## config.mk

```make
export PLATFORM = sky130hd
export DESIGN_NAME = mem_arbiter_rr
export DESIGN_NICKNAME = d
export VERILOG_FILES = /design/src/rtl/mem_arbiter_rr.sv
export SDC_FILE = /design/constraint.sdc
export NUM_CORES = 1
export LEC_CHECK = 0
export BUFFER_PORTS_ARGS = -buffer_cell sky130_fd_sc_hd__buf_2
export CAP_MARGIN = 20
export CELL_PAD_IN_SITES_DETAIL_PLACEMENT = 0
export CELL_PAD_IN_SITES_GLOBAL_PLACEMENT = 2
export CORE_MARGIN = 2
export CORE_UTILIZATION = 24
export CTS_BUF_LIST = sky130_fd_sc_hd__clkbuf_8 sky130_fd_sc_hd__clkbuf_16
export DETAILED_ROUTE_END_ITERATION = 8
export GPL_ROUTABILITY_DRIVEN = 0
export GPL_TIMING_DRIVEN = 0
export PLACE_DENSITY_LB_ADDON = 0.1
export SLEW_MARGIN = 20
export SYNTH_ARGS = -nofsm -noshare
export SYNTH_HDL_FRONTEND = slang
export SYNTH_SLANG_ARGS = --single-unit
```

## constraint.sdc

```tcl
create_clock -name clock -period 1.57 [get_ports clock]
set_input_delay 0.157 -clock clock [delete_from_list [all_inputs] [get_ports clock]]
set_output_delay 0.157 -clock clock [all_outputs]
set_load 0.01 [all_outputs]
```

## src/rtl/mem_arbiter_rr.sv

```systemverilog
// mem_arbiter_rr: round-robin arbiter sharing one DRAM port among NUM_CORES cores, with broadcast reads.
// Define ARB_FIXED_PRIO_EN to make the lowest eligible index win instead of round-robin.
module mem_arbiter_rr #(
  parameter int NUM_CORES = 4,
  parameter int ADDR_W    = 16,
  parameter int DATA_W    = 16,
  parameter int RD_LAT    = 1
) (
  input  logic                        clock,
  input  logic                        reset_n,
  input  logic [NUM_CORES-1:0]        req,
  input  logic [NUM_CORES-1:0]        we,
  input  logic [NUM_CORES-1:0]        bcast,
  input  logic [NUM_CORES*ADDR_W-1:0] ar_in,
  input  logic [NUM_CORES*DATA_W-1:0] bus_in,
  input  logic [NUM_CORES-1:0]        end_process,
  output logic [NUM_CORES-1:0]        grant,
  output logic                        mem_en,
  output logic                        mem_we,
  output logic [ADDR_W-1:0]           mem_addr,
  output logic [DATA_W-1:0]           mem_wdata,
  input  logic [DATA_W-1:0]           mem_rdata,
  output logic [NUM_CORES*DATA_W-1:0] rdata,
  output logic [NUM_CORES-1:0]        rvalid,
  output logic                        busy
);
  localparam int IW = $clog2(NUM_CORES);
  localparam int CW = $clog2(RD_LAT + 1);
  typedef enum logic [1:0] {IDLE, ISSUE, WAIT, RESP} state_t;
  state_t state;
  logic [IW-1:0] rr_ptr, win_idx, sel;
  logic [CW-1:0] cnt;
  logic bc, is_wr;
  logic [NUM_CORES-1:0] elig;
  assign elig = req & ~end_process;
  // Scanning a doubled index range from rr_ptr handles the wrap without modular arithmetic on rr_ptr.
  always_comb begin
    sel = '0;
`ifdef ARB_FIXED_PRIO_EN
    for (int k = NUM_CORES-1; k >= 0; k--)
      if (elig[k]) sel = IW'(k);
`else
    for (int k = 2*NUM_CORES-1; k >= 0; k--)
      if (elig[k % NUM_CORES] && k >= int'(rr_ptr)) sel = IW'(k % NUM_CORES);
`endif
  end
  always_ff @(posedge clock or negedge reset_n) begin
    if (!reset_n) begin
      state     <= IDLE;
      rr_ptr    <= '0;
      win_idx   <= '0;
      cnt       <= '0;
      bc        <= 1'b0;
      is_wr     <= 1'b0;
      grant     <= '0;
      mem_en    <= 1'b0;
      mem_we    <= 1'b0;
      mem_addr  <= '0;
      mem_wdata <= '0;
      rdata     <= '0;
      rvalid    <= '0;
      busy      <= 1'b0;
    end else begin
      grant  <= '0;
      mem_en <= 1'b0;
      rvalid <= '0;
      case (state)
        IDLE: if (|elig) begin
          grant     <= NUM_CORES'(1) << sel;
          mem_en    <= 1'b1;
          mem_we    <= we[sel];
          mem_addr  <= ar_in[sel*ADDR_W +: ADDR_W];
          mem_wdata <= bus_in[sel*DATA_W +: DATA_W];
          win_idx   <= sel;
          bc        <= bcast[sel] & ~we[sel];
          is_wr     <= we[sel];
          rr_ptr    <= (sel == IW'(NUM_CORES-1)) ? '0 : sel + 1'b1;
          busy      <= 1'b1;
          state     <= ISSUE;
        end
        ISSUE: begin
          cnt   <= CW'(RD_LAT - 1);
          busy  <= ~is_wr;
          state <= is_wr ? IDLE : (RD_LAT > 1 ? WAIT : RESP);
        end
        WAIT: begin
          cnt <= cnt - 1'b1;
          if (cnt == CW'(1)) state <= RESP;
        end
        RESP: begin
          for (int i = 0; i < NUM_CORES; i++)
            if (bc || win_idx == IW'(i)) rdata[i*DATA_W +: DATA_W] <= mem_rdata;
          rvalid <= bc ? '1 : NUM_CORES'(1) << win_idx;
          busy   <= 1'b0;
          state  <= IDLE;
        end
      endcase
    end
  end
endmodule

```

==> metrics.yaml <==
grt_pass1_vias: 5684
htree_levels: 4
cts_buffers: 17
worstPathRequired_ps: 1870
finalCriticalPeriod_ps: 1850
cts.path.max_buffers: 2
fp.dieW_um: 158
timing.fmax_mhz: 542
ff2ff_path_depth: 8
first_pass_iters: 4
die_h_um: 158
power.switching_uw: 6450
overflow: 0
reg2reg_to: "mem_addr[15]$_DFFE_PN0P_"
avgSynthCellArea_sq_um: 9.71
syn_to_final_growth_pct: 57.5
routed_via_density: 4.44
synth_nets: 756
total_leakage_power_uw: 0.00468
initial_core_util_pct: 24.3
synth_top_area_share_pct: 50.6
finalCritPeriodShare_pct: 118
drtAntennaViolNets: 0
seq_power_share_pct: 31.3
numPortBuffers: 268
final_core_util_pct: 38.3
max-slew-margin-rel_pct: 64.6
arrival_ps: 2140
synth_top_cell_by_area: "dfrtp_1"
finalNonFillerCells: 1245
synth_edf_count: 0
clkSinkCount: 115
yosysWarningCount: 0
worstMarginPinSlew_ps: 531
ys.flop_type: "dfrtp_1"
maxCapViolCount: 0
synth.area.top_cells: "dfrtp_1 51%, nand2_1 16%, mux2i_1 9.9%"
ios: 269
first_iter_violations: 261
power_density_nw_per_um2: 1850
wl_per_cell_um: 16.9
endpoint_kind: "register"
skew_ps: 11.9
clk_pin_slew_worst_paths_ps: 60
drc_errors: 0
peakVddDrop_v: 0.000556
clock_latency_ps: 420
cp-start-kind: "register"
setup_slack_ps: -276
synth_seq_cells: 115
place_hpwl_mm: 15.4
clkPwrFrac_pct: 25.0
worstSetupPathType: "register to register"
final_nets: 1081
dieArea_sq_um: 24900
layout-drive-gt1-share_pct: 46.5
status: "finished with violations"
total_power_uw: 16600
vias: 5526
drv_slew: 0
grt_pass1_wl_mm: 31.5
reg2reg_slack_ps: -280
violations: "setup timing"
synthCells: 586
syn-cell-area_sq_um: 5690
combPwrFrac_pct: 43.7
cts_tree: "yes"
startpoint: "rr_ptr[0]$_DFFE_PN0P_"
core_sq_um: 23400
setup_viol: 42
p_int_uw: 10100
drt_wl_total_mm: 21.1
row_count: 56
ys_types: 49
rsz0062_at_grt: "true"
hold_violations: 0
post-place-cells: 1174
crit_end: "mem_addr[15]$_DFFE_PN0P_"
min_path_type: "input pin to register"
grt_max_degree: 68
timing.rr.start: "rr_ptr[0]$_DFFE_PN0P_"
p_sw_share_pct: 38.9
setup-tns-final_ps: -8090
ys_seq_area_share_pct: 50.6
grt_usage_pct: 16.7
worstPathMaxFanout: 6
holdWs_ps: 19.8
antenna_found_initial: 4
cts_root_buffer: "clkbuf_16"
async_flop_share_pct: 100
min-delay-start: "mem_rdata[14]"
==> worst min-delay path by stage <==
stage                                  to  cells after the start
CTS                 rdata[62]$_DFFE_PN0P_                      3
global route        rdata[40]$_DFFE_PN0P_                      3
detailed placement  rdata[49]$_DFFE_PN0P_                      1
floorplan                  bc$_DFFE_PN0P_                      0
finish              rdata[14]$_DFFE_PN0P_                      3
global placement    rdata[39]$_DFFE_PN0P_                      3
==> cell families after synthesis <==
| logic type | synth area share [%] |
|---|---|
| adders and majority gates | 1.76 |
| DFF | 50.6 |
| AOI/OAI and AO/OA | 12.3 |
| buffers and inverters | 4.44 |
| and+or+nand+nor | 20.8 |
| muxes | 10.1 |
==> timing repair <==
action,in CTS,in global routing
pin swaps,1,4
setup endpoints to repair,113,65
gates cloned,2,2
setup buffers,14,9
gates resized for setup,85,34
endpoints found under the hold margin,85,0
hold buffers,14,0
==> per-stage QoR <==
step | cell area (sq um) | setup WS, ps
floorplan | 5710 | -81.4
global placement | 7450 | -1270
detailed placement | 7480 | -818
CTS | 8710 | -242
global route | 8960 | -340
finish | 8960 | -276
==> sequential cells by signal (all words and copies together) (netlist names) <==
register,flops
rdata,64
mem_wdata,16
mem_en,1
busy,1
cnt,1
grant,4
rvalid,4
mem_addr,16
rr_ptr,2
state,2
win_idx,2
bc,1
is_wr,1
==> synth_stat cells, types with 3 or more instances <==
library cell and n:
mux2i_1 56, nand2b_1 4, o211ai_2 6, clkbuf_1 19, o31ai_1 13, a211o_1 14, dfrtp_1 115, nand4_1 14
buf_2 5, ha_1 8, nor2_1 4, nor2b_1 9, buf_12 4, nand2_1 243, inv_1 3, and3_1 4
o211ai_1 7, o221ai_1 19, clkinv_1 4
==> per-layer routing <==
layer,up-vias,global-route usage (%),wire (um)
met5,-,0,27
met4,4,6.26,471
met3,33,5.53,1730
met2,221,27.4,9910
met1,2585,20.4,8920
li1,2683,-,-
==> area by class of cell <==
| type | count | area, sq um |
|---|---|---|
| clock buffer | 17 | 425 |
| fill | 2425 | 14400 |
| timing repair buffer | 309 | 1820 |
| clock inverter | 15 | 196 |
| buffer | 30 | 293 |
| sequential | 115 | 2880 |
| inverter | 9 | 58.8 |
| multi-input combinational | 429 | 2880 |
| antenna | 2 | 5.00 |
| tap | 319 | 399 |
==> power groups by stage <==
stage	Clock (uW)	Combinational [uW]	Sequential, uW
finish	4150	7250	5190
global route	4390	8020	5370
CTS	4260	7070	5210
detailed placement	0	6420	5190
global placement	0	6320	5150
floorplan	0	3110	5730
==> layout by cell type (no fill, tap or decap), types with 3 or more instances in the layout <==
cell	n
ha_1	3
clkinv_2	4
a211o_1	14
mux2i_1	33
nand4_1	14
mux2i_2	14
buf_4	16
clkbuf_16	19
inv_6	6
o211ai_1	7
nand2_1	238
nor2b_1	9
o31ai_1	13
o21ai_4	3
dfrtp_2	4
clkbuf_2	11
ha_2	3
buf_2	271
dlygate4sd3_1	14
o211ai_2	6
nand2b_1	4
nor2_1	3
buf_6	8
clkbuf_8	3
o221ai_2	4
nand2_2	4
o221ai_1	17
clkinv_4	4
bufinv_16	3
buf_12	8
dfrtp_1	111
mux2i_4	9
==> worst max-delay path, cell delays in order, from the launching register on <==
cell,delay [ps]
dfrtp_2,420
nor3b_4,70
buf_4,140
o21ba_4,210
nor3_4,220
buf_6,180
buf_12,150
mux2i_4,250
o211ai_2,80
Note: power is estimated with default switching activity, not from simulation.
